$ cat src/rtl/count_game_ctrl.sv
// Count-game sequencer: debounced start/hit keys drive a 6,5..1,0 countdown, reaction timing and grading; all outputs registered, one-cycle FSM latency after a key pulse.
// No backpressure: keys are sampled every cycle. Optional best-score register is built only when BEST_SCORE_EN is defined.
module count_game_ctrl #(
  parameter int TICK_CYCLES     = 1000,
  parameter int DEBOUNCE_CYCLES = 20,
  parameter int GO_TIMEOUT      = 2000,
  parameter int HOLD_CYCLES     = 3000,
  parameter int TH_FAST         = 250,
  parameter int TH_MID          = 500
) (
  input  logic        clk,
  input  logic        rst_n,
  input  logic        key_start,
  input  logic        key_hit,
  output logic [2:0]  num,
  output logic [11:0] react_ms,
  output logic        react_valid,
  output logic        foul,
  output logic [11:0] best_ms
);

  localparam int MAXC = (TICK_CYCLES > HOLD_CYCLES)
                      ? ((TICK_CYCLES > GO_TIMEOUT) ? TICK_CYCLES : GO_TIMEOUT)
                      : ((HOLD_CYCLES > GO_TIMEOUT) ? HOLD_CYCLES : GO_TIMEOUT);
  localparam int TW = ($clog2(MAXC) > 12) ? $clog2(MAXC) : 12;
  localparam int DW = (DEBOUNCE_CYCLES > 1) ? $clog2(DEBOUNCE_CYCLES) : 1;

  localparam logic [DW-1:0] DB_LAST   = DW'(DEBOUNCE_CYCLES - 1);
  localparam logic [TW-1:0] TICK_LAST = TW'(TICK_CYCLES - 1);
  localparam logic [TW-1:0] GO_LAST   = TW'(GO_TIMEOUT - 1);
  localparam logic [TW-1:0] HOLD_LAST = TW'(HOLD_CYCLES - 1);
  localparam logic [11:0]   TH_FAST_L = 12'(TH_FAST);
  localparam logic [11:0]   TH_MID_L  = 12'(TH_MID);

  typedef enum logic [2:0] {S_IDLE, S_COUNT, S_GO, S_RESULT, S_FOUL} state_t;

  // Bit 0 = start key, bit 1 = hit key.
  logic [1:0]    key_raw;
  logic [1:0]    sync1_q, sync2_q, lvl_q, pulse_q;
  logic [DW-1:0] db_cnt_q [2];
  logic          start_p, hit_p;

  assign key_raw = {key_hit, key_start};
  assign start_p = pulse_q[0];
  assign hit_p   = pulse_q[1];

  always_ff @(posedge clk or negedge rst_n) begin
    if (!rst_n) begin
      sync1_q <= '0;
      sync2_q <= '0;
      lvl_q   <= '0;
      pulse_q <= '0;
      for (int k = 0; k < 2; k++) db_cnt_q[k] <= '0;
    end else begin
      sync1_q <= key_raw;
      sync2_q <= sync1_q;
      pulse_q <= '0;
      for (int k = 0; k < 2; k++) begin
        if (sync2_q[k] == lvl_q[k]) begin
          db_cnt_q[k] <= '0;
        end else if (db_cnt_q[k] == DB_LAST) begin
          db_cnt_q[k] <= '0;
          lvl_q[k]    <= sync2_q[k];
          pulse_q[k]  <= sync2_q[k];
        end else begin
          db_cnt_q[k] <= db_cnt_q[k] + 1'b1;
        end
      end
    end
  end

  function automatic logic [2:0] grade(input logic [11:0] ms);
    if (ms < TH_FAST_L)     return 3'd1;
    else if (ms < TH_MID_L) return 3'd2;
    else                    return 3'd3;
  endfunction

  state_t        state_q;
  logic [2:0]    num_q;
  logic [TW-1:0] timer_q;
  logic [11:0]   react_q;
  logic          valid_q;
  logic          foul_q;

  // One shared timer: countdown tick, reaction count and display hold.
  always_ff @(posedge clk or negedge rst_n) begin
    if (!rst_n) begin
      state_q <= S_IDLE;
      num_q   <= 3'd6;
      timer_q <= '0;
      react_q <= '0;
      valid_q <= 1'b0;
      foul_q  <= 1'b0;
    end else begin
      valid_q <= 1'b0;
      case (state_q)
        S_IDLE: begin
          if (start_p) begin
            state_q <= S_COUNT;
            num_q   <= 3'd5;
            timer_q <= '0;
          end
        end
        S_COUNT: begin
          if (hit_p) begin
            state_q <= S_FOUL;
            num_q   <= 3'd6;
            foul_q  <= 1'b1;
            timer_q <= '0;
          end else if (timer_q == TICK_LAST) begin
            timer_q <= '0;
            if (num_q > 3'd1) begin
              num_q <= num_q - 3'd1;
            end else begin
              state_q <= S_GO;
              num_q   <= 3'd0;
            end
          end else begin
            timer_q <= timer_q + 1'b1;
          end
        end
        S_GO: begin
          // A hit on the timeout cycle still captures the real count.
          if (hit_p || timer_q == GO_LAST) begin
            state_q <= S_RESULT;
            valid_q <= 1'b1;
            react_q <= hit_p ? timer_q[11:0] : 12'hFFF;
            num_q   <= hit_p ? grade(timer_q[11:0]) : 3'd4;
            timer_q <= '0;
          end else begin
            timer_q <= timer_q + 1'b1;
          end
        end
        S_RESULT: begin
          if (start_p) begin
            state_q <= S_COUNT;
            num_q   <= 3'd5;
            timer_q <= '0;
          end else if (timer_q == HOLD_LAST) begin
            state_q <= S_IDLE;
            num_q   <= 3'd6;
            timer_q <= '0;
          end else begin
            timer_q <= timer_q + 1'b1;
          end
        end
        S_FOUL: begin
          if (timer_q == HOLD_LAST) begin
            state_q <= S_IDLE;
            foul_q  <= 1'b0;
            timer_q <= '0;
          end else begin
            timer_q <= timer_q + 1'b1;
          end
        end
        default: begin
          state_q <= S_IDLE;
          num_q   <= 3'd6;
          foul_q  <= 1'b0;
          timer_q <= '0;
        end
      endcase
    end
  end

  assign num         = num_q;
  assign react_ms    = react_q;
  assign react_valid = valid_q;
  assign foul        = foul_q;

`ifdef BEST_SCORE_EN
  logic [11:0] best_q;

  always_ff @(posedge clk or negedge rst_n) begin
    if (!rst_n) begin
      best_q <= 12'hFFF;
    end else if (state_q == S_GO && hit_p && timer_q[11:0] < best_q) begin
      best_q <= timer_q[11:0];
    end
  end

  assign best_ms = best_q;
`else
  assign best_ms = 12'hFFF;
`endif

endmodule

$ cat config.mk
export PLATFORM = sky130hd
export DESIGN_NAME = count_game_ctrl
export DESIGN_NICKNAME = d
export VERILOG_FILES = /design/src/rtl/count_game_ctrl.sv
export SDC_FILE = /design/constraint.sdc
export NUM_CORES = 1
export LEC_CHECK = 0
export BUFFER_PORTS_ARGS = -buffer_cell sky130_fd_sc_hd__buf_2
export CAP_MARGIN = 40
export CORE_MARGIN = 3
export CORE_UTILIZATION = 55
export DETAILED_ROUTE_END_ITERATION = 10
export PLACE_DENSITY = 0.81
export SYNTH_ARGS = -nofsm -noshare
export SYNTH_HDL_FRONTEND = slang
export SYNTH_SLANG_ARGS = --single-unit
export TNS_END_PERCENT = 1
$ cat constraint.sdc
create_clock -name clk -period 3.6 [get_ports clk]
set_input_delay 0.54 -clock clk [delete_from_list [all_inputs] [get_ports clk]]
set_output_delay 0.54 -clock clk [all_outputs]
set_load 0.1 [all_outputs]
# [Word level (Yosys, flattened, before mapping)]
# Index checks and enable logic that the tools add are counted.
[classes] add_sub_neg=4 magnitude_cmp=3 eq_ne=18 mux=40 bitwise=4 n_reduce_logical=9
[ops] operator="$mux W12" n=7
[ops] operator="$pmux W12 S5" n=1
[ops] operator="$mux W3" n=15
[ops] operator="$pmux W3 S5" n=2
[ops] operator="$mux W5" n=4
[ops] operator="$add A12 B1 Y12 const B" n=1
[ops] operator="$eq A12 B10 Y1 const B" n=1
[ops] operator="$eq A12 B11 Y1 const B" n=1
[ops] operator="$eq A12 B12 Y1 const B" n=1
[ops] operator="$lt A12 B8 Y1 const B" n=1
[ops] operator="$lt A12 B9 Y1 const B" n=1
[ops] operator="$add A5 B1 Y5 const B" n=2
[ops] operator="$eq A5 B5 Y1 const B" n=2
[ops] operator="$mux W1" n=9
[ops] operator="$ne A3 B3 Y1 const B" n=3
[ops] operator="$ne A2 B2 Y1 const B" n=4
[ops] operator="$eq A3 B2 Y1 const B" n=2
[ops] operator="$reduce_and A2 Y1" n=3
[ops] operator="$reduce_and A5 Y1" n=1
[ops] operator="$not A1 Y1" n=4
[ops] operator="$reduce_and A4 Y1" n=1
[ops] operator="$eq A3 B1 Y1 const B" n=1
[ops] operator="$eq A3 B3 Y1 const B" n=1
[ops] operator="$gt A3 B1 Y1 const B" n=1
[ops] operator="other kinds (8)" n=9
[totals] register_bits=50 input_bits=4 out_inout_bits=29 word_cells=91

# [Logic depth before layout (Yosys ltp)]
[depth] word_depth=6 ltp_mapped=8 depth_no_buf=7

# [Worst setup path before layout]
# Ideal clock, no wire load.
[synth_timing] path_kind="register -> register" start="register num_q[0] (netlist: num[0])" end="register num_q[1] (netlist: num[1])" setup_time_ns=0.094 arrival_time_ns=1.969 required_time_ns=3.506 path_slack_ns=1.537 stages_incl_launch_ff=6 path_buffers=0 synth_period_minus_slack_ns=2.063 path_cell_list="dfrtp_1 inv_1 ha_1 o21ai_0 a2111oi_0 mux2i_1"
[synth_between] elab_chain_len=5 elab_cells_between_ends=6 classes_between="add/sub (1); order compare (1); mux (4)"
[synth_lines] item="start: declaration" line="79" text="logic [2:0] num_q;"
[synth_lines] item="start signal: assignment" line="113" text="num_q <= num_q - 3'd1;"
[synth_lines] item="start signal: assignment" line="128" text="num_q <= hit_p ? grade(timer_q[11:0]) : 3'd4;"
[synth_lines] item="$sub A3 B1 Y3 / $gt A3 B1 Y1 (equally long branches)" line="113, 112"
[synth_lines] item="$mux W3 *" line="112" text="if (num_q > 3'd1) begin"
[synth_lines] item="$mux W3 *" line="110" text="end else if (timer_q == TICK_LAST) begin"
[synth_lines] item="$mux W3 *" line="105" text="if (hit_p) begin"
[synth_lines] item="$pmux W3 S5 *" line="96" text="case (state_q)"
# Every way passes the cells marked *; elsewhere a longest branch is shown, timed or not. The select of a mux whose other input is x is not followed.
# A chain may end at the register's enable or synchronous reset.

# [Worst setup path after layout]
[layout_timing] start="register state_q[1]" end="register timer_q[8]"
[layout_between] elab_chain_len=2 elab_cells_between_ends=7 classes_between="eq/ne (5); mux (1); reduce/logical (1)"
[layout_lines] item="start: declaration" line="78" text="state_t state_q;"
[layout_lines] item="start signal: assignment" line="88" text="state_q <= S_IDLE;"
[layout_lines] item="start signal: assignment" line="99" text="state_q <= S_COUNT;"
[layout_lines] item="start signal: assignment" line="106" text="state_q <= S_FOUL;"
[layout_lines] item="$eq A3 B3 Y1 (tied with other cells)" line="96"
[layout_lines] item="$pmux W12 S5 / $ne A2 B2 Y1 (equally long branches)"
[layout_lines] item="end signal: assignment" line="119" text="timer_q <= timer_q + 1'b1;"
[layout_lines] item="end signal: assignment" line="131" text="timer_q <= timer_q + 1'b1;"
[layout_lines] item="end signal: assignment" line="144" text="timer_q <= timer_q + 1'b1;"
[layout_lines] item="end: declaration" line="80" text="logic [TW-1:0] timer_q;"
# Several ways; a longest one is shown, not always the timed one.

==> run metrics <==
Logic pwr share=between 30% and 40%; chip width=roughly 74 µm; HPWL after DPL=roughly 3.3 mm; Setup Buffers After CTS=0; Total Wirelength=about 4.6 mm; clk_skew=0.00696 ns; period utilisation layout=approximately 58%; I/O pin count=33; final core occ=~64%; clock sink count=50; Worst slew margin=a little over 50%; count leader, synth=dfrtp_1; area share of the largest cell type after synthesis=around 48%; row count=23; status=complete, no violations; leakage=~0.0013 µW; clock buffer depth=2; CTS hold repair buffers=0; Worst EP required=about 3.8 ns; Max Clock Freq=roughly 480 MHz; worst skew pair latency=~0.30 ns; htree depth=2; DR pass1 iterations=5; Area contributors post-synth=dfrtp_1 (48%), o22a_1 (4.2%), nor2_1 (4.0%); Critical Path Sink Type=flop; Mapped Avg Cell Area=slightly above 10 µm²; share of power burned in registers=roughly two fifths; Unique masters post-synth=54; DR iter-0 viols=164; Layout area overhead=7.72%; full die area=0.00542 mm²; Peak VDD IR=~460 µV; CP peak stage delay=approximately 0.65 ns; Switching Share=40.5%; Switch Pwr=720 µW; min cycle time layout=a little over 2 ns; Starting Density=roughly three fifths; Antenna Nets Post-Route=0; buffers and inverters on the worst path=0; via count=1,815; GR Overflow Total=0; Ys Warns=0; Post-Syn Instances=242; CP delay by family, top=simple AND/OR/NAND/NOR gates; CTS clk-pin slew, worst paths=0.09 ns; Worst Setup Start Kind=flop; synthesis-stage register bit count=50; Primary FF master, synth=dfrtp_1; post-route setup TNS=0 ns; Total GRT Usage=around a fifth; largest net degree at the start of global routing=32; final hold vios=0; DRC=0; worst-path cell chain=or4b_4 > a31oi_4 > a21oi_2 > nand2_2 > o21ai_0 > a31oi_1; CP max stage cell=or4b_4; IO Port Bufs=20; Post-synth EDFFs=0; Setup-failing EPs final=0; fin. max-slew vios=0; Post-DP Area=about 0.0026 mm²; vias in the first global route=around 1,600; most common library cells after synthesis=dfrtp_1 (48), nor2_1 (27), nand3_1 (15); proportion of power drawn by the clock network=a little over a fifth; # resized after CTS=0; core area=0.00420 mm²; internal power=roughly 1100 µW; Via-to-Cell Ratio=roughly 5.8; fin nets=about 270; largest area contributor in the netlist=dfrtp_1; initial antenna violation count=0; RSZ-0062 raised after global routing=no; Critical Path AT=2.30 ns; worst hold path class=in -> async; layout cells sized above 1=between 10% and 20%; CP Class=reg -> reg; first-pass GRT wire length=about 8 mm; mean routed wirelength per cell=around 15 µm; Setup WS post-layout=around 1.5 ns; placer congestion estimate=approximately 0.83; # diodes=0; filler cell count=351; Seq/Total Area, Yosys=49.9%; Async SR Flop Fraction=between 90% and 100%; DP Worst Slack=approximately 1.5 ns; CTS root buffer=clkbuf_8; CTS tree=done; max-cap violations=0; Chip Height=73.6 µm; crit-path max FO=16; Post-Synthesis Cell Area=roughly 0.0025 mm²; Least-Margin Pin Slew=a little over 0.7 ns; cts bufs inserted=5; final instance area=between 0.002 and 0.003 mm²; PD cells=656 mW/mm²
per-layer routing:
metal / vias up / share of wire (%) / global-route usage (%)
met4: 0 / 0.82 / 5.03
li1: 884 / - / -
met3: 4 / 5.4 / 3.83
met1: 869 / 47 / 27.8
met2: 58 / 47 / 27.6
met5: - / 0 / 0
layout make-up:
class	instances	area (µm²)	area share [%]
clock buffers	6	72.6	2.68
well taps	50	62.6	2.31
flip-flops and latches	50	1250	46.3
inverters	7	26.3	0.970
repair buffers	22	128	4.71
clock inverters	2	37.5	1.39
multi-input cells	174	1130	41.6
state kept, by name, indices dropped and copies added (netlist names):
signal       flops
react_valid      1
timer_q         12
sync2_q          2
foul             1
num              3
pulse_q          2
sync1_q          2
react_ms        12
db_cnt_q        10
state_q          3
lvl_q            2
power by group through the flow:
stage	clock (µW)	combinational, µW	sequential (µW)
floorplan	0	506	800
global placement	0	649	731
detailed placement	0	661	735
CTS	397	664	723
global route	419	716	741
finish	387	664	725
worst paths after layout:
kind,start,endpoint,slack (ns),cells after the start
max reg2reg,state_q[1],timer_q[8],1.53,6
max,state_q[1],timer_q[8],1.53,6
min in group clk,key_start,sync1_q[0],0.34,1
max in group asynchronous,rst_n,db_cnt_q[6],2.90,2
min,rst_n,num[0],0.18,1
min reg2reg,sync1_q[0],sync2_q[0],0.35,0
cell families (layout without fill, tap and decap cells):
kind of cell               count (synthesis)  in the layout  share of synthesized area, %
adders and majority gates                  5              5                          2.49
buffers and inverters                     29             37                          6.92
xor gates and xnor gates                  11             11                          3.83
other                                      1             12                         0.149
and+or+nand+nor                           87             87                          19.0
muxes                                      3              3                          1.29
AOI/OAI and AO/OA                         56             56                          16.4
DFF                                       50             50                          49.9
cells in the final DEF (no fill, tap or decap), types with 2 or more instances in the layout:
cell type and count:
xor2_1 9, o22ai_1 3, ha_1 5, nor2b_1 2, nand2_1 14, conb_1 12, a22o_1 2, buf_2 20
nor2_1 27, a21oi_1 5, a22oi_1 3, and2_1 2, nand2b_1 2, nor4b_1 2, o21ai_0 11, dfstp_2 2
mux2_2 2, o21ai_1 3, dfrtp_1 48, and4bb_2 3, o22a_1 12, and3_1 4, clkbuf_8 5, a31o_2 2
xnor2_1 2, nand3_1 15, a31oi_1 4, inv_1 7, nor3b_1 3, a41oi_1 2, nand4_1 2
metrics by stage:
step                cells  hold WS [ns]  total power, µW
floorplan             253         0.244             1310
global placement      301         0.334             1380
detailed placement    303         0.335             1400
CTS                   311         0.199             1780
global route          311         0.220             1880
finish                311         0.181             1780
No activity file was read; power rests on OpenSTA's default activity.
